$ cat src/rtl/main_control_fsm_if.sv
// Handshake and control bundle between the main control FSM (master) and the
// instruction/data memory plus register-file/ALU datapath (slave).
interface main_control_fsm_if;
    logic [15:0] instr;
    logic        mem_ready;
    logic        zero;
    logic [1:0]  ALUOp;
    logic [3:0]  opcode;
    logic [1:0]  Funct;
    logic [7:0]  pc_step;
    logic        mem_read;
    logic        mem_write;
    logic        ir_write;
    logic        pc_write;
    logic        pc_src;
    logic        reg_write;
    logic        reg_dst;
    logic        alu_src;
    logic        mem_to_reg;
    logic        mem_timeout;
    logic        illegal;
    logic [2:0]  state;

    modport master (
        input  instr, mem_ready, zero,
        output ALUOp, opcode, Funct, pc_step, mem_read, mem_write, ir_write,
               pc_write, pc_src, reg_write, reg_dst, alu_src, mem_to_reg,
               mem_timeout, illegal, state
    );

    modport slave (
        output instr, mem_ready, zero,
        input  ALUOp, opcode, Funct, pc_step, mem_read, mem_write, ir_write,
               pc_write, pc_src, reg_write, reg_dst, alu_src, mem_to_reg,
               mem_timeout, illegal, state
    );
endinterface

$ cat src/rtl/main_control_fsm.sv
// Multi-cycle main control FSM for the 16-bit CPU (fetch/decode/exec/mem/wb).
// Define ILLEGAL_TRAP_EN to halt on undefined opcodes instead of running them as NOPs.
module main_control_fsm #(
    parameter int WAIT_LIMIT = 15,
    parameter int PC_STEP    = 2
) (
    input  logic               clk,
    input  logic               reset,
    main_control_fsm_if.master bus
);

    typedef enum logic [2:0] {
        S_FETCH  = 3'd0,
        S_DECODE = 3'd1,
        S_EXEC   = 3'd2,
        S_MEM    = 3'd3,
        S_WB     = 3'd4,
        S_HALT   = 3'd5
    } state_t;

    state_t      state_q, state_d;
    logic [7:0]  wait_cnt;
    logic [3:0]  ir_op, opcode_q;
    logic [1:0]  ir_fn, funct_q;
    logic        timeout_q, illegal_q;
    logic        timeout_evt, wait_hit, entering_wait;
    logic [1:0]  alu_op;
    logic        mem_read, mem_write, ir_write, pc_write, pc_src;
    logic        reg_write, reg_dst, alu_src, mem_to_reg;

    function automatic logic is_rtype(input logic [3:0] op);
        return (op == 4'b0000) || (op == 4'b0001);
    endfunction

    function automatic logic is_ifmt(input logic [3:0] op);
        return (op == 4'b0010) || (op == 4'b1001) || (op == 4'b1010) || (op == 4'b1011);
    endfunction

    function automatic logic is_legal(input logic [3:0] op);
        return is_rtype(op) || is_ifmt(op) || (op == 4'b0100) || (op == 4'b0101) ||
               (op == 4'b0110);
    endfunction

    // Ready in the limit cycle still wins because the FSM checks mem_ready first.
    assign wait_hit      = (int'(wait_cnt) + 1) >= WAIT_LIMIT;
    assign entering_wait = (state_d != state_q) && ((state_d == S_FETCH) || (state_d == S_MEM));

    always_comb begin
        state_d     = state_q;
        timeout_evt = 1'b0;
        alu_op      = 2'b00;
        mem_read    = 1'b0;
        mem_write   = 1'b0;
        ir_write    = 1'b0;
        pc_write    = 1'b0;
        pc_src      = 1'b0;
        reg_write   = 1'b0;
        reg_dst     = 1'b0;
        alu_src     = 1'b0;
        mem_to_reg  = 1'b0;
        case (state_q)
            S_FETCH: begin
                mem_read = 1'b1;
                if (bus.mem_ready) begin
                    ir_write = 1'b1;
                    pc_write = 1'b1;
                    state_d  = S_DECODE;
                end else if (wait_hit) begin
                    timeout_evt = 1'b1;
                    state_d     = S_HALT;
                end
            end
            S_DECODE: state_d = S_EXEC;
            S_EXEC: begin
                if (is_rtype(opcode_q)) begin
                    alu_op  = 2'b10;
                    reg_dst = 1'b1;
                    state_d = S_WB;
                end else if (is_ifmt(opcode_q)) begin
                    alu_op  = 2'b11;
                    alu_src = 1'b1;
                    state_d = S_WB;
                end else if ((opcode_q == 4'b0100) || (opcode_q == 4'b0101)) begin
                    alu_src = 1'b1;
                    state_d = S_MEM;
                end else if (opcode_q == 4'b0110) begin
                    alu_op   = 2'b01;
                    pc_write = bus.zero;
                    pc_src   = bus.zero;
                    state_d  = S_FETCH;
                end else begin
`ifdef ILLEGAL_TRAP_EN
                    state_d = S_HALT;
`else
                    state_d = S_FETCH;
`endif
                end
            end
            S_MEM: begin
                mem_read  = (opcode_q == 4'b0100);
                mem_write = (opcode_q == 4'b0101);
                if (bus.mem_ready) begin
                    state_d = (opcode_q == 4'b0100) ? S_WB : S_FETCH;
                end else if (wait_hit) begin
                    timeout_evt = 1'b1;
                    state_d     = S_HALT;
                end
            end
            S_WB: begin
                reg_write  = 1'b1;
                mem_to_reg = (opcode_q == 4'b0100);
                state_d    = S_FETCH;
            end
            S_HALT:  state_d = S_HALT;
            default: state_d = S_FETCH;
        endcase
    end

    always_ff @(posedge clk or posedge reset) begin
        if (reset) begin
            state_q   <= S_FETCH;
            wait_cnt  <= 8'd0;
            ir_op     <= 4'd0;
            ir_fn     <= 2'd0;
            opcode_q  <= 4'd0;
            funct_q   <= 2'd0;
            timeout_q <= 1'b0;
            illegal_q <= 1'b0;
        end else begin
            state_q <= state_d;
            if (ir_write) begin
                ir_op <= bus.instr[15:12];
                ir_fn <= bus.instr[1:0];
            end
            if (state_q == S_DECODE) begin
                opcode_q <= ir_op;
                funct_q  <= ir_fn;
            end
            if (timeout_evt) timeout_q <= 1'b1;
            if (entering_wait) begin
                wait_cnt <= 8'd0;
            end else if (((state_q == S_FETCH) || (state_q == S_MEM)) && !bus.mem_ready) begin
                wait_cnt <= wait_cnt + 8'd1;
            end
`ifdef ILLEGAL_TRAP_EN
            if ((state_q == S_DECODE) && !is_legal(ir_op)) illegal_q <= 1'b1;
`else
            if (state_q == S_DECODE) begin
                illegal_q <= !is_legal(ir_op);
            end else if (state_d == S_FETCH) begin
                illegal_q <= 1'b0;
            end
`endif
        end
    end

    // Enables are forced low while reset is held so a pending write drops at once.
    assign bus.mem_read    = mem_read   & ~reset;
    assign bus.mem_write   = mem_write  & ~reset;
    assign bus.ir_write    = ir_write   & ~reset;
    assign bus.pc_write    = pc_write   & ~reset;
    assign bus.pc_src      = pc_src     & ~reset;
    assign bus.reg_write   = reg_write  & ~reset;
    assign bus.reg_dst     = reg_dst    & ~reset;
    assign bus.alu_src     = alu_src    & ~reset;
    assign bus.mem_to_reg  = mem_to_reg & ~reset;
    assign bus.ALUOp       = alu_op;
    assign bus.opcode      = opcode_q;
    assign bus.Funct       = funct_q;
    assign bus.pc_step     = 8'(PC_STEP);
    assign bus.mem_timeout = timeout_q;
    assign bus.illegal     = illegal_q | ((state_q == S_DECODE) && !is_legal(ir_op));
    assign bus.state       = state_q;

endmodule

$ cat src/flat_wrapper.sv
// flat-port wrapper written by rule: the top's interface ports become plain ports
module main_control_fsm_flat 
#(
    parameter int WAIT_LIMIT = 15,
    parameter int PC_STEP    = 2
)
  (clk, reset, bus_instr, bus_mem_ready, bus_zero, bus_ALUOp, bus_opcode, bus_Funct, bus_pc_step, bus_mem_read, bus_mem_write, bus_ir_write, bus_pc_write, bus_pc_src, bus_reg_write, bus_reg_dst, bus_alu_src, bus_mem_to_reg, bus_mem_timeout, bus_illegal, bus_state);
  main_control_fsm_if bus_i ();
  input  logic clk;
  input  logic reset;
  input wire logic [$bits(bus_i.instr)-1:0] bus_instr;
  input wire logic [$bits(bus_i.mem_ready)-1:0] bus_mem_ready;
  input wire logic [$bits(bus_i.zero)-1:0] bus_zero;
  output wire logic [$bits(bus_i.ALUOp)-1:0] bus_ALUOp;
  output wire logic [$bits(bus_i.opcode)-1:0] bus_opcode;
  output wire logic [$bits(bus_i.Funct)-1:0] bus_Funct;
  output wire logic [$bits(bus_i.pc_step)-1:0] bus_pc_step;
  output wire logic [$bits(bus_i.mem_read)-1:0] bus_mem_read;
  output wire logic [$bits(bus_i.mem_write)-1:0] bus_mem_write;
  output wire logic [$bits(bus_i.ir_write)-1:0] bus_ir_write;
  output wire logic [$bits(bus_i.pc_write)-1:0] bus_pc_write;
  output wire logic [$bits(bus_i.pc_src)-1:0] bus_pc_src;
  output wire logic [$bits(bus_i.reg_write)-1:0] bus_reg_write;
  output wire logic [$bits(bus_i.reg_dst)-1:0] bus_reg_dst;
  output wire logic [$bits(bus_i.alu_src)-1:0] bus_alu_src;
  output wire logic [$bits(bus_i.mem_to_reg)-1:0] bus_mem_to_reg;
  output wire logic [$bits(bus_i.mem_timeout)-1:0] bus_mem_timeout;
  output wire logic [$bits(bus_i.illegal)-1:0] bus_illegal;
  output wire logic [$bits(bus_i.state)-1:0] bus_state;
  assign bus_i.instr = bus_instr;
  assign bus_i.mem_ready = bus_mem_ready;
  assign bus_i.zero = bus_zero;
  assign bus_ALUOp = bus_i.ALUOp;
  assign bus_opcode = bus_i.opcode;
  assign bus_Funct = bus_i.Funct;
  assign bus_pc_step = bus_i.pc_step;
  assign bus_mem_read = bus_i.mem_read;
  assign bus_mem_write = bus_i.mem_write;
  assign bus_ir_write = bus_i.ir_write;
  assign bus_pc_write = bus_i.pc_write;
  assign bus_pc_src = bus_i.pc_src;
  assign bus_reg_write = bus_i.reg_write;
  assign bus_reg_dst = bus_i.reg_dst;
  assign bus_alu_src = bus_i.alu_src;
  assign bus_mem_to_reg = bus_i.mem_to_reg;
  assign bus_mem_timeout = bus_i.mem_timeout;
  assign bus_illegal = bus_i.illegal;
  assign bus_state = bus_i.state;
  main_control_fsm #(.WAIT_LIMIT(WAIT_LIMIT), .PC_STEP(PC_STEP)) u_core (.clk(clk), .reset(reset), .bus(bus_i));
endmodule
$ cat config.mk
export PLATFORM = sky130hd
export DESIGN_NAME = main_control_fsm_flat
export DESIGN_NICKNAME = d
export VERILOG_FILES = /design/src/rtl/main_control_fsm_if.sv /design/src/rtl/main_control_fsm.sv /design/src/flat_wrapper.sv
export SDC_FILE = /design/constraint.sdc
export NUM_CORES = 1
export LEC_CHECK = 0
export ABC_AREA = 0
export CAP_MARGIN = 20
export CORE_ASPECT_RATIO = 1.75
export CORE_MARGIN = 2
export CORE_UTILIZATION = 47
export CTS_CLUSTER_SIZE = 16
export DETAILED_ROUTE_END_ITERATION = 10
export HOLD_SLACK_MARGIN = 0.06
export PLACE_DENSITY = 0.8
export SLEW_MARGIN = 25
export SYNTH_ARGS = -nofsm -noshare
export SYNTH_HDL_FRONTEND = slang
export SYNTH_SLANG_ARGS = --single-unit
$ cat constraint.sdc
create_clock -name clk -period 2.61 [get_ports clk]
set_input_delay 0.522 -clock clk [delete_from_list [all_inputs] [get_ports clk]]
set_output_delay 0.522 -clock clk [all_outputs]
set_load 0.02 [all_outputs]
After elaboration in Yosys (flattened, before gate mapping). Cells that the tools add are included.

Input port bits: 20. Flip-flop bits (word level): 25.

Add/subtract/negate cells: 2. Equality and inequality tests: 23. Mux-type cells: 38. Reductions and logical operators: 27. $lt $le $gt $ge: 1. Bitwise operators: 11.

Operator list (number): $ge A32 B5 Y1 const B (1); $eq A4 B3 Y1 const B (6); $eq A4 B4 Y1 const B (6); $mux W1 (22); $mux W3 (6); $mux W8 (2); $logic_or A1 B1 Y1 (15); $pmux W3 S5 (1); $mux W2 (5); $add A8 B1 Y9 const B (1); $and A1 B1 Y1 (9); $eq A3 B2 Y1 const B (3); $add A8 B1 Y8 const B (1); $eq A4 B1 Y1 const B (2); $eq A4 B2 Y1 const B (2); $logic_not A4 Y1 (2); $eq A3 B3 Y1 const B (2); $logic_not A3 Y1 (2); $pmux W1 S2 (2); $reduce_bool A2 Y1 (2); $eq A3 B1 Y1 const B (1); $logic_and A1 B1 Y1 (3); $ne A3 B3 Y1 (1); $logic_not A1 Y1 (2); other kinds (3) (3).

Longest topological paths before layout. Gate-level depths: netlist of the first run.

Depth in word-level cells: 11. Gate-level depth with buffers: 7. Depth with buffers taken out: 7.

Least setup slack after synthesis of the first run. OpenSTA, ideal clock, no wires.

Kind: reg2out. Start: register u_core.state_q[2] (netlist: u_core.bus.state[2]). End: output bus_mem_to_reg. Stages on the path, launching flop included: 5. Data required time: 2.088 ns. Setup slack: -0.205 ns. Data arrival time: 2.293 ns. Path buffers: 2. Cell sequence: dfrtp_1 -> clkbuf_1 -> clkbuf_1 -> nor4b_1 -> nor2b_1.

Cells in the longest elaborated chain, start to end: 3.

Ends and longest elaborated chain: from (decl) (line main_control_fsm.sv:21) `state_t state_q, state_d;`; from (signal assigned) (line main_control_fsm.sv:130) `state_q <= state_d;`; $eq A3 B3 Y1 (line main_control_fsm.sv:61) `case (state_q)`; $mux W1 (line main_control_fsm.sv:61); $and A1 B1 Y1 (line main_control_fsm.sv:166) `assign bus.mem_to_reg = mem_to_reg & ~reset;`; to (decl) (line flat_wrapper.sv:26) `output wire logic [$bits(bus_i.mem_to_reg)-1:0] bus_mem_to_reg;`.

No other way between the ends.

Worst setup path in the final report of the first run.
Start: input bus_mem_ready. End: output bus_pc_write.

Cells in the longest elaborated chain, start to end: 3.

Ends and longest elaborated chain: from (decl) (line flat_wrapper.sv:12) `input wire logic [$bits(bus_i.mem_ready)-1:0] bus_mem_ready;`; $mux W1 (line main_control_fsm.sv:64) `if (bus.mem_ready) begin`; $pmux W1 S2 (line main_control_fsm.sv:61); $and A1 B1 Y1 (line main_control_fsm.sv:161) `assign bus.pc_write = pc_write & ~reset;`; to (decl) (line flat_wrapper.sv:21) `output wire logic [$bits(bus_i.pc_write)-1:0] bus_pc_write;`.

No other way between the ends.

==> results of run 1 <==
where the power goes:
part	leakage, nW	internal [mW]	switching [mW]
logic	0.683	0.583	0.701
clock network	0.0261	0.112	0.128
registers	0.321	0.522	0.145
worst min path at each step:
stage,startpoint,to,slack (ns),cells past startpoint
after detailed placement,u_core.ir_fn[1],u_core.bus.Funct[1],0.46,2
after CTS,u_core.ir_fn[1],u_core.bus.Funct[1],0.48,2
after global routing,u_core.ir_fn[1],u_core.bus.Funct[1],0.52,2
after global placement,u_core.ir_fn[1],u_core.bus.Funct[1],0.45,2
after floorplan,u_core.ir_fn[0],u_core.bus.Funct[0],0.43,2
final,u_core.ir_fn[0],u_core.bus.Funct[0],0.47,2
kinds of logic after synthesis:
family / count (synthesis) / share of synthesized area
AOI/OAI and AO/OA: 24 / 0.111
DFF: 25 / 0.370
other: 2 / 0.00445
and+or+nand+nor: 97 / 0.317
adders and majority gates: 2 / 0.0148
xor gates and xnor gates: 10 / 0.0519
buffers and inverters: 22 / 0.0696
muxes: 9 / 0.0607
timing repair:
action	4_1_cts	5_1_grt
setup endpoints to repair	7	5
buffers inserted	0	1
gates resized for setup	8	5
pin swaps	0	1
area by class of cell:
cell class                      instances  area share
Clock buffer                            3      0.0191
Inverter                                5     0.00870
Multi-Input combinational cell        150       0.460
Tap cell                               45      0.0261
Timing Repair Buffer                   45       0.192
Sequential cell                        25       0.290
Clock inverter                          1     0.00406
registers in the layout, summed over array words and instances (netlist names):
| signal | cells |
|---|---|
| u_core.ir_fn | 2 |
| u_core.ir_op | 4 |
| u_core.bus.Funct | 2 |
| u_core.bus.state | 3 |
| u_core.wait_cnt | 8 |
| u_core.bus.mem_timeout | 1 |
| u_core.illegal_q | 1 |
| u_core.bus.opcode | 4 |
cells in the final DEF, fill, tap and decap left out, types with 4 or more instances in the layout:
cell type,n
dfrtp_1,25
clkdlybuf4s50_1,21
nor2_1,18
xnor2_1,8
nor3_1,4
conb_1,8
nand2_1,39
dlygate4sd2_1,7
inv_1,5
nor2b_1,4
mux2_2,6
buf_4,14
metrics by stage:
step | total power, mW | setup slack (ns) | std cells | setup TNS [ns]
after global placement | 1.92 | -0.216 | 269 | -0.390
after detailed placement | 1.95 | -0.226 | 269 | -0.512
after floorplan | 1.52 | 0.100 | 197 | 0
after CTS | 2.19 | 0.0116 | 273 | 0
final | 2.19 | 0.0960 | 274 | 0
after global routing | 2.38 | 0.0242 | 274 | 0
critical path, delay by kind of cell:
family,cells,cell delay [ns]
buf+inv,3,0.88
simple gates,3,0.58
per-layer routing:
| layer | up-vias | routed length [µm] |
|---|---|---|
| met2 | 25 | 2120 |
| met1 | 696 | 1330 |
| met4 | 0 | 36 |
| met5 | - | 0 |
| met3 | 4 | 76 |
| li1 | 717 | - |
==> out/qor.yml, run 1 <==
overflow: 0
yosysTopAreaCell: "dfrtp_1"
synth_cell_types: 55
crit_arrival_ns: 1.99
cts_max_level: 1
crit_start: "bus_mem_ready"
period_needed_ns: 2.51
post-route-period-util: 0.963
syn_inst: 191
cts_tree: "done"
postLayoutCoreUtil: 0.635
crit_type: "in2out"
holdBufCountCts: 0
die_h_um: 83.3
grtUsageTotal: 0.189
maxSlewViolCount: 0
grt-busiest-layer: "met2"
clk_latency_ns: 0.27
met1_usage: 0.205
synth_edf_count: 0
rsz0062_at_grt: "no"
tightest_slew_ns: 0.530
postLayoutCellArea_um2: 2160
yosysTopAreaCellShare: 0.370
antenna_left: 0
io_buffers: 31
synth_common_cells: "39 x nand2_1, 25 x dfrtp_1, 19 x nor2_1"
status: "finished, final reports clean"
die_area_um2: 4110
core_area_um2: 3400
hold_ws_ns: 0.471
drc_errors: 0
grt_max_degree: 26
vias: 1442
powerDensity_nw_per_um2: 1020
reg2reg_depth: 7
viasPerCell: 5.26
yosysMostFrequentCell: "nand2_1"
dr.pass1.iters: 4
synth_flop_cell: "dfrtp_1"
crit_required_ns: 2.09
num-nets-final: 252
cpPeakStageDelay_ns: 0.48
clock_path_buffers: 2
endpoint: "bus_pc_write"
grt_pass1_wl_um: 6190
ys_seq_area_frac: 0.370
area_delta_synth_final_pct: 27.7
crit_path_top_delay_cell: "clkdlybuf4s50_1"
dpl_cell_area_um2: 2080
yosys-top-cells-area: "dfrtp_1 37%, nand2_1 8.7%, nor2_1 4.2%"
async_flop_share: 1.00
startpoint_type: "input port"
cts_sinks: 25
rows: 28
p_leak_nw: 1.03
max_freq_ghz: 0.398
path_max_fanout: 2
first_iter_violations: 22
regToRegSetupSlack_ns: 0.29
finClkSkew_ns: 0.00634
regArea_um2: 626
wl_per_cell_um: 13.0
syn_avg_cell_area_um2: 8.84
path_cells: "clkdlybuf4s50_1, inv_1, nor4_4, and2_1, or2_2, dlygate4sd2_1"
peakVddDrop_uv: 467
multiInputGateArea_um2: 992
cap_violations: 0
setup_violations: 0
clk_pin_slew_ns: 0.09
grt_pass1_vias: 1338
synthesis.area_um2: 1690
hp-class: "reg2reg"
slew_headroom: 0.645
pin_count: 50
drive_gt1_frac: 0.170
endpoint_kind: "output pin"
initial_utilization: 0.497
antenna_found_initial: 0
yosys_register_bits: 25
hold_viol_final: 0
num_antenna_cells: 0
hpwl_um: 2810
grt_use_met3: 0.0162
root_buffer: "clkbuf_8"
die-width_um: 49.3
place_congestion: 0.816
fill_cells: 308
r2r-end: "u_core.wait_cnt[2]"
cts_buffers: 3
grtUsageMet2: 0.367
routed_wirelength_um: 3560
ys_warn_count: 0
reg2reg_from: "u_core.wait_cnt[1]"
Note: power is estimated with default switching activity, not from simulation.
==> run 2, diff against run 1 <==
==> constraint.sdc (replaced) <==
create_clock -name clk -period 2.5 [get_ports clk]
set_input_delay 0.5 -clock clk [delete_from_list [all_inputs] [get_ports clk]]
set_output_delay 0.5 -clock clk [all_outputs]
set_load 0.02 [all_outputs]
==> out/qor.yml, run 2 (synthesis results as in run 1) <==
vias: 1461  # +1.3%
dr.pass1.iters: 4  # unchanged
r2r-end: "u_core.illegal_q"
hold_viol_final: 0  # unchanged
cts_tree: "done"
reg2reg_from: "u_core.wait_cnt[1]"
clk_pin_slew_ns: 0.09  # about the same
clk_latency_ns: 0.27  # about the same
status: "finished, final reports clean"
setup_tns_ns: 0  # unchanged
postLayoutCellArea_um2: 2160  # +0.17%
clock_path_buffers: 2  # unchanged
power.internal_mw: 1.29  # +5.8%
powerDensity_nw_per_um2: 1070  # +5.2%
period_needed_ns: 2.41
overflow: 0  # unchanged
crit_arrival_ns: 1.91  # -0.08 ns
grt_max_degree: 26  # unchanged
setup_violations: 0  # unchanged
grtUsageTotal: 0.189  # -0.000672
root_buffer: "clkbuf_8"
rows: 28  # unchanged
reg2reg_depth: 7  # unchanged
pin_count: 50  # unchanged
viasPerCell: 5.29  # +0.58%
setup_slack_ns: 0.0920  # -0.00403 ns
routed_wirelength_um: 3600  # +0.87%
post-route-period-util: 0.963
holdPathStages: 2  # unchanged
p_seq_frac: 0.297  # -0.007
drive_gt1_frac: 0.186  # +0.0158
holdBufCountCts: 0  # unchanged
place_congestion: 0.854  # +4.6%
hold_end: "u_core.bus.Funct[1]"
layout_common_cells: "39 x nand2_1, 25 x dfrtp_1, 20 x clkdlybuf4s50_1"
largest_register_ffs: 8  # unchanged
antenna_found_initial: 0  # unchanged
cts_max_level: 1  # unchanged
cts_buffers: 3  # unchanged
maxSlewViolCount: 0  # unchanged
comb_power_share: 0.597  # +0.011
drc_errors: 0  # unchanged
clock_power_share: 0.106  # -0.003
postCtsSetupRepairBufs: 0  # unchanged
die-width_um: 49.3  # unchanged
crit_type: "in2out"
initial_utilization: 0.497  # unchanged
cap_violations: 0  # unchanged
grt_pass1_wl_um: 6120  # -1.1%
p_sw_mw: 1.02  # +4.7%
hp-class: "reg2reg"
dpl_cell_area_um2: 2110  # +1.1%
slew_headroom: 0.657  # +0.0113
cts_sinks: 25  # unchanged
io_buffers: 31  # unchanged
postLayoutCoreUtil: 0.636  # +0.00111
antenna_left: 0  # unchanged
tightest_slew_ns: 0.508  # -0.0219 ns
worstHoldStart: "u_core.ir_fn[1]"
netSwitchingFraction: 0.442  # -0.00261
endpoint_kind: "output pin"
pre_cts_ws_ns: -0.301  # -0.0750 ns
grt_pass1_vias: 1357  # +1.4%
die_area_um2: 4110  # unchanged
fill_cells: 297  # -3.6%
peakVddDrop_uv: 549  # +18%
rsz0062_at_grt: "no"
startpoint_type: "input port"
wl_per_cell_um: 13.0  # +0.14%
p_total_mw: 2.31  # +5.3%
path_max_fanout: 2  # unchanged
first_iter_violations: 33  # +50%
regToRegSetupSlack_ns: 0.32  # +0.03 ns
num_antenna_cells: 0  # unchanged
max_freq_ghz: 0.415
largest-register: "u_core.wait_cnt"
p_leak_nw: 1.01  # -1.9%
num-nets-final: 254  # +0.79%
crit_required_ns: 2.00  # -0.09 ns
area_delta_synth_final_pct: 27.9
final_common_cell: "nand2_1"
die_h_um: 83.3  # unchanged
hpwl_um: 2790  # -0.79%
finClkSkew_ns: 0.00210  # -0.00424 ns
core_area_um2: 3400  # unchanged
run 2: area by class of cell:
cell class	instances	area, µm²	area share
clock buffers	3	41.3	0.0191
multi-input cells	150	988	0.457
well taps	45	56.3	0.0261
flip-flops and latches	25	626	0.290
clock inverters	1	7.51	0.00347
inverters	5	18.8	0.00869
repair buffers	47	423	0.196
run 2: how the worst max path moves through the flow:
stage	slack [ns]	to	cells after the start	startpoint
6_report	0.09	bus_pc_write	6	bus_mem_ready
4_1_cts	0.02	bus_ALUOp[0]	5	u_core.bus.state[2]
2_1_floorplan	0.01	bus_mem_to_reg	4	u_core.bus.state[2]
5_1_grt	0.003	bus_pc_write	6	bus_mem_ready
3_5_place_dp	-0.30	bus_pc_write	6	bus_mem_ready
3_3_place_gp	-0.27	bus_pc_write	6	bus_mem_ready
run 2: what timing repair did:
action,CTS,global route
setup endpoints to repair,10,4
endpoints found under the hold margin,0,0
cloned,0,0
gates resized for setup,12,4
run 2: per-layer routing:
layer | part of all wire | wire (µm) | up-vias | global-route usage
li1 | - | - | 720 | -
met1 | 0.39 | 1410 | 704 | 0.210
met2 | 0.56 | 2020 | 28 | 0.350
met3 | 0.024 | 86 | 9 | 0.0198
met4 | 0.023 | 83 | 0 | 0.0779
met5 | 0 | 0 | - | 0
run 2: through the flow:
stage	cells	hold WS, ns
detailed placement	272	0.454
global route	276	0.518
finish	276	0.471
CTS	276	0.477
global placement	272	0.446
floorplan	197	0.435
run 2: power by group through the flow:
stage	clock network, mW	registers [mW]	logic [mW]
6_report	0.245	0.685	1.38
5_1_grt	0.271	0.711	1.52
4_1_cts	0.253	0.685	1.37
2_1_floorplan	0	0.736	0.846
3_3_place_gp	0	0.691	1.36
3_5_place_dp	0	0.694	1.39
run 2: critical path, stage by stage:
cell and delay, ns:
clkdlybuf4s50_1 0.47, inv_1 0.09, nor4_4 0.31, and2_4 0.19, or2_2 0.10, clkdlybuf4s15_2 0.25
